## src/rtl/pll_phase_loader.sv

```systemverilog
`default_nettype none
// pll_phase_loader: byte-command loader for PLL phase shifts and clock select, with a rate-limited update strobe.
// Define PLL_LOADER_READBACK_EN to add the 'R' readback command.
module pll_phase_loader #(
    parameter logic [23:0] GUARD_CYCLES   = 24'd1000000,
    parameter logic [15:0] TIMEOUT_CYCLES = 16'd50000
) (
    input  logic       clk,
    input  logic       rst_n,
    input  logic       rx_valid,
    input  logic [7:0] rx_data,
    output logic       rx_ready,
    output logic       tx_valid,
    output logic [7:0] tx_data,
    input  logic       tx_ready,
    output logic [7:0] phase_shifts [6],
    output logic       pll_clksrc,
    output logic       update
);
    localparam logic [7:0] OP_PHASE = 8'h50;
    localparam logic [7:0] OP_CLK   = 8'h43;
    localparam logic [7:0] OP_UPD   = 8'h55;
    localparam logic [7:0] ACK      = 8'h06;
    localparam logic [7:0] NAK      = 8'h15;

`ifdef PLL_LOADER_READBACK_EN
    localparam logic [7:0] OP_READ  = 8'h52;
    typedef enum logic [2:0] {IDLE, ARG1, ARG2, RESP, RDBK} state_t;
    logic [2:0] rd_idx;
    logic [7:0] rd_byte;
`else
    typedef enum logic [1:0] {IDLE, ARG1, ARG2, RESP} state_t;
`endif

    state_t      state;
    state_t      state_nx;
    logic        is_clk_cmd;
    logic [7:0]  index;
    logic [7:0]  resp;
    logic [23:0] guard;
    logic        pending;
    logic [15:0] idle_cnt;
    logic        rx_fire;
    logic        tx_fire;
    logic        in_arg;
    logic        timed_out;
    logic        u_cmd;

    assign rx_fire   = rx_valid && rx_ready;
    assign tx_fire   = tx_valid && tx_ready;
    assign in_arg    = (state == ARG1) || (state == ARG2);
    assign timed_out = in_arg && !rx_valid && (idle_cnt >= TIMEOUT_CYCLES - 16'd1);
    assign u_cmd     = rx_fire && (state == IDLE) && (rx_data == OP_UPD);

`ifdef PLL_LOADER_READBACK_EN
    always_comb begin
        rd_byte = ACK;
        case (rd_idx)
            3'd0: rd_byte = phase_shifts[0];
            3'd1: rd_byte = phase_shifts[1];
            3'd2: rd_byte = phase_shifts[2];
            3'd3: rd_byte = phase_shifts[3];
            3'd4: rd_byte = phase_shifts[4];
            3'd5: rd_byte = phase_shifts[5];
            3'd6: rd_byte = {7'b0, pll_clksrc};
            default: rd_byte = ACK;
        endcase
    end
`endif

    always_ff @(posedge clk or negedge rst_n) begin
        if (!rst_n) state <= IDLE;
        else        state <= state_nx;
    end

    always_comb begin
        state_nx = state;
        rx_ready = 1'b0;
        tx_valid = 1'b0;
        tx_data  = 8'h00;
        case (state)
            IDLE: begin
                rx_ready = 1'b1;
                if (rx_valid) begin
                    case (rx_data)
                        OP_PHASE: state_nx = ARG1;
                        OP_CLK:   state_nx = ARG2;
`ifdef PLL_LOADER_READBACK_EN
                        OP_READ:  state_nx = RDBK;
`endif
                        default:  state_nx = RESP;
                    endcase
                end
            end
            ARG1: begin
                rx_ready = 1'b1;
                if (rx_valid)       state_nx = ARG2;
                else if (timed_out) state_nx = IDLE;
            end
            ARG2: begin
                rx_ready = 1'b1;
                if (rx_valid)       state_nx = RESP;
                else if (timed_out) state_nx = IDLE;
            end
            RESP: begin
                tx_valid = 1'b1;
                tx_data  = resp;
                if (tx_ready) state_nx = IDLE;
            end
`ifdef PLL_LOADER_READBACK_EN
            RDBK: begin
                tx_valid = 1'b1;
                tx_data  = rd_byte;
                if (tx_ready && rd_idx == 3'd7) state_nx = IDLE;
            end
`endif
            default: state_nx = IDLE;
        endcase
    end

    always_ff @(posedge clk or negedge rst_n) begin
        if (!rst_n) begin
            is_clk_cmd <= 1'b0;
            index      <= 8'h00;
            resp       <= 8'h00;
            pll_clksrc <= 1'b0;
            update     <= 1'b0;
            guard      <= 24'd0;
            pending    <= 1'b0;
            idle_cnt   <= 16'd0;
            for (int i = 0; i < 6; i++) phase_shifts[i] <= 8'h00;
`ifdef PLL_LOADER_READBACK_EN
            rd_idx     <= 3'd0;
`endif
        end else begin
            update <= 1'b0;

            if (in_arg && !rx_valid) idle_cnt <= idle_cnt + 16'd1;
            else                     idle_cnt <= 16'd0;

            if (rx_fire) begin
                case (state)
                    IDLE: begin
                        is_clk_cmd <= (rx_data == OP_CLK);
                        resp       <= (rx_data == OP_UPD) ? ACK : NAK;
`ifdef PLL_LOADER_READBACK_EN
                        rd_idx     <= 3'd0;
`endif
                    end
                    ARG1: index <= rx_data;
                    ARG2: begin
                        if (is_clk_cmd) begin
                            pll_clksrc <= rx_data[0];
                            resp       <= ACK;
                        end else if (index <= 8'd5) begin
                            phase_shifts[index[2:0]] <= rx_data;
                            resp                     <= ACK;
                        end else begin
                            resp <= NAK;
                        end
                    end
                    default: ;
                endcase
            end

`ifdef PLL_LOADER_READBACK_EN
            if (state == RDBK && tx_fire) rd_idx <= rd_idx + 3'd1;
`endif

            // A deferred update fires on the edge where the guard expires; a 'U' arriving
            // with guard==1 leaves pending set with guard==0 and fires one cycle later.
            if (u_cmd && guard == 24'd0) begin
                update <= 1'b1;
                guard  <= GUARD_CYCLES;
            end else if (pending && guard <= 24'd1) begin
                update  <= 1'b1;
                guard   <= GUARD_CYCLES;
                pending <= 1'b0;
            end else begin
                if (u_cmd)              pending <= 1'b1;
                if (guard != 24'd0)     guard   <= guard - 24'd1;
            end
        end
    end
endmodule
`default_nettype wire

```

## config.mk

```make
export PLATFORM = sky130hd
export DESIGN_NAME = pll_phase_loader
export DESIGN_NICKNAME = d
export VERILOG_FILES = /design/src/rtl/pll_phase_loader.sv
export SDC_FILE = /design/constraint.sdc
export NUM_CORES = 1
export LEC_CHECK = 0
export ABC_AREA = 1
export CORE_UTILIZATION = 50
export DETAILED_ROUTE_END_ITERATION = 8
export PLACE_DENSITY = 0.75
export SETUP_SLACK_MARGIN = 0.4
export SLEW_MARGIN = 0
export SYNTH_ARGS = -nofsm -noshare
export SYNTH_HDL_FRONTEND = slang
export SYNTH_SLANG_ARGS = --single-unit
```

## constraint.sdc

```tcl
create_clock -name clk -period 1.79 [get_ports clk]
set_clock_uncertainty 0.05 [all_clocks]
set_input_delay 0.179 -clock clk [delete_from_list [all_inputs] [get_ports clk]]
set_output_delay 0.179 -clock clk [all_outputs]
set_load 0.005 [all_outputs]
```

==> summary.md <==
| Metric | Value |
|---|---|
| Post-route setup TNS | -3.44 ns |
| Non-Filler Instances | 1,031 |
| Avg Vias per Cell | 5.63 |
| Fin Hold WS | 0.192 ns |
| Fmax | 0.527 GHz |
| Register area share after synthesis | roughly half |
| GRT Util Overall | 30.9% |
| Cts bufs inserted | 9 |
| Antenna Nets Post-Route | 0 |
| Share of cells above drive strength 1 | 42.8% |
| Initial drt markers | 346 |
| Critical R2R Launch | state[1] |
| Post-DP HPWL | 10.0 mm |
| DR WL/cell | 18.9 um |
| Clk sink count | between 100 and 150 |
| Synth Cell Area | 5450 sq um |
| Crit start category | register |
| # DRC | 0 |
| DR pass1 iterations | 5 |
| Clock-pin slew on the worst setup and hold paths | 0.12 ns |
| Endpoints failing setup | 50 |
| DR WL met3 | about 1.3 mm |
| Post-synthesis adder-cell area fraction | 1.84% |
| Pwr dens | 859 nW/um^2 |
| Core area | 10,500 sq um |
| Maximum clock insertion buffer count | 2 |
| RD Place Congestion | 0.874 |
| Tmin final | 1.90 ns |
| Comb pwr share | about 39% |
| WS Path Type | register to register |
| YS warnings | 0 |
| Ys flop type | dfrtp_1 |
| Max-slew violations | 0 |
| Worst-Margin Slew | 0.739 ns |
| WL met2 | 10.3 mm |
| Setup ws final | -0.107 ns |
| Final Hold Vio Count | 0 |
| Net Sw Power | ~2.8 mW |
| Worst min path class | input pin to asynchronous set/reset pin |
| Max-cap violations | 0 |
| Setup WS pre-CTS | -0.145 ns |
| P_int | 4.59 mW |
| Starting Density | 52.1% |
| Failing checks | setup timing |
| Largest net degree at the start of global routing | 31 |
| Lkg Pwr | ~4.4 nW |
| Clk pwr share | between 20% and 30% |
| Post-synthesis average cell area | 7.95 sq um |
| RSZ-0062 raised after global routing | true |
| Worst-Skew Late Latency | 0.41 ns |
| Cell Rows | 37 |
| Max Used Layer | met4 |
| Syn Inst Count | 685 |
| Post-synth EDFFs | 0 |
| Simple-gate share of the synthesized area | 35.3% |
| Vias in the first global route | 5,716 |
| IO Pins | 72 |
| Clk root buf | clkbuf_8 |
| WL final | 19.5 mm |
| Die H | 106 um |
| Worst EP arrival | approximately 2.2 ns |
| Crit Path Max Fanout | 8 |
| Die width | 106 um |
| CTS H-tree lvls | 3 |
| Relative max-transition margin | 50.3% |
| Switching Fraction | a little under two fifths |
| ANT cells | 0 |
| Power, Total | 7.36 mW |
| Peak VDD IR | around 0.84 mV |
| First-pass GRT wire length | approximately 27 mm |
| Placed insts | 926 |
| Outcome | complete, but fails checks |
| Cell area after layout | 8570 sq um |
| Post-Synth XOR/XNOR Area | 0.964% |
| Ys async rst share | 100% |
| Die Area | 11,300 sq um |
| Buffers on Ports | 67 |
| Unique masters post-synth | 43 |
| Nets@finish | 910 |
| Worst Setup End Kind | register |
| Yosys reg bits | between 100 and 150 |
| Critical path required time | slightly above 2 ns |
| Multiplexer share of the synthesized area | 0.620% |
| Met1 Routed Length | 7.01 mm |
| DR vias | 5,802 |
| Compound-Gate Fraction of Synth Area | 5.37% |
| Largest family of logic cells by synthesized area | simple AND/OR/NAND/NOR gates |
| Fin crit share | 106% |
| Placed inst area | 6760 sq um |
| GRT Residual Overflow | 0 |
| Sequential share of power | 41.3% |
| Crit path launch | state[1] |
| CTS tree | done |
| Finished Core Util | just over 80% |
| Initial antenna violation count | 0 |
| Area growth, synth to finish | 57.3% |
==> power by group through the flow <==
stage                     clock, mW  combinational [mW]  sequential, mW
after detailed placement          0                1.98            3.01
final                          1.49                2.84            3.04
after global placement            0                1.91            3.00
after floorplan                   0               0.976            2.98
after CTS                      1.48                2.32            2.96
after global routing           1.58                3.03            3.07
==> Yosys cell counts, drive strengths merged (3+ instances only) <==
master | number | share of area, %
ha | 8 | 1.8
inv | 71 | 5.0
nor4 | 3 | 0.46
o21ai | 19 | 1.8
o211ai | 3 | 0.69
nor2 | 89 | 7.6
nand4 | 13 | 1.5
nor3 | 18 | 2.1
mux2 | 3 | 0.62
dfrtp | 105 | 48
buf | 18 | 2.4
or2 | 3 | 0.34
nand2 | 217 | 16
xor2 | 5 | 0.80
a21oi | 25 | 2.3
nand3 | 73 | 7.2
clkbuf | 4 | 0.30
==> worst max-delay path, stage by stage, from the launching register on <==
cell	delay [ns]
dfrtp_1	0.43
buf_6	0.15
ha_4	0.16
inv_2	0.06
or2_4	0.27
nor2_4	0.14
buf_6	0.12
buf_12	0.15
nand2_8	0.10
nand2_2	0.10
nand2_2	0.06
==> state kept, by name, indices dropped and copies added (netlist names) <==
name	flops
guard	24
idle_cnt	16
index	8
is_clk_cmd	1
pending	1
phase_shifts	48
pll_clksrc	1
resp	3
state	2
update	1
==> cells in the final DEF (no fill, tap or decap), drive strengths merged, types with 8 or more instances in the layout <==
cell type and n:
inv 72, ha 8, dlygate4sd2 49, nor2 89
nand4 13, clkdlybuf4s50 10, a21oi 25, dfrtp 105
o21ai 19, nand3 74, nand2 218, nor3 18
clkbuf 11, buf 148
==> metal layers <==
metal	global-route usage (%)	vias to the layer above
met5	0	-
li1	-	2583
met1	34.1	2844
met2	54.6	280
met4	15.3	0
met3	8.22	95
==> path summary, 6_finish.rpt <==
| path | end | slack [ns] | cells after the start |
|---|---|---|---|
| max | phase_shifts[29] | -0.11 | 10 |
| min | phase_shifts[15] | 0.19 | 2 |
| max reg2reg | phase_shifts[29] | -0.11 | 10 |
| min reg2reg | phase_shifts[47] | 0.44 | 2 |
| max in group asynchronous | phase_shifts[38] | 0.79 | 3 |
| min in group clk | index[7] | 0.38 | 3 |
==> cell families (layout without fill, tap and decap cells) <==
kind of cell / after synthesis / after routing
AOI/OAI and AO/OA: 51 / 51
xor gates and xnor gates: 6 / 6
adders and majority gates: 8 / 8
buffers and inverters: 93 / 298
DFF: 105 / 105
muxes: 3 / 3
other: 1 / 4
and+or+nand+nor: 418 / 420
==> area by class of cell <==
class                           count  area (sq um)
Multi-Input combinational cell    492          3340
Sequential cell                   105          2630
Timing Repair Buffer              211          1940
Fill cell                         579          1890
Inverter                           71           292
Tap cell                          136           170
Clock buffer                        9           124
Clock inverter                      7          65.1
==> repair_timing <==
item	CTS	global route
gates cloned	4	1
endpoints found under the setup margin	154	108
resized for setup	189	140
setup buffers	66	17
pin swaps	47	64
hold buffers	1	0
hold endpoints to repair	26	0
No activity file was read; power rests on OpenSTA's default activity.
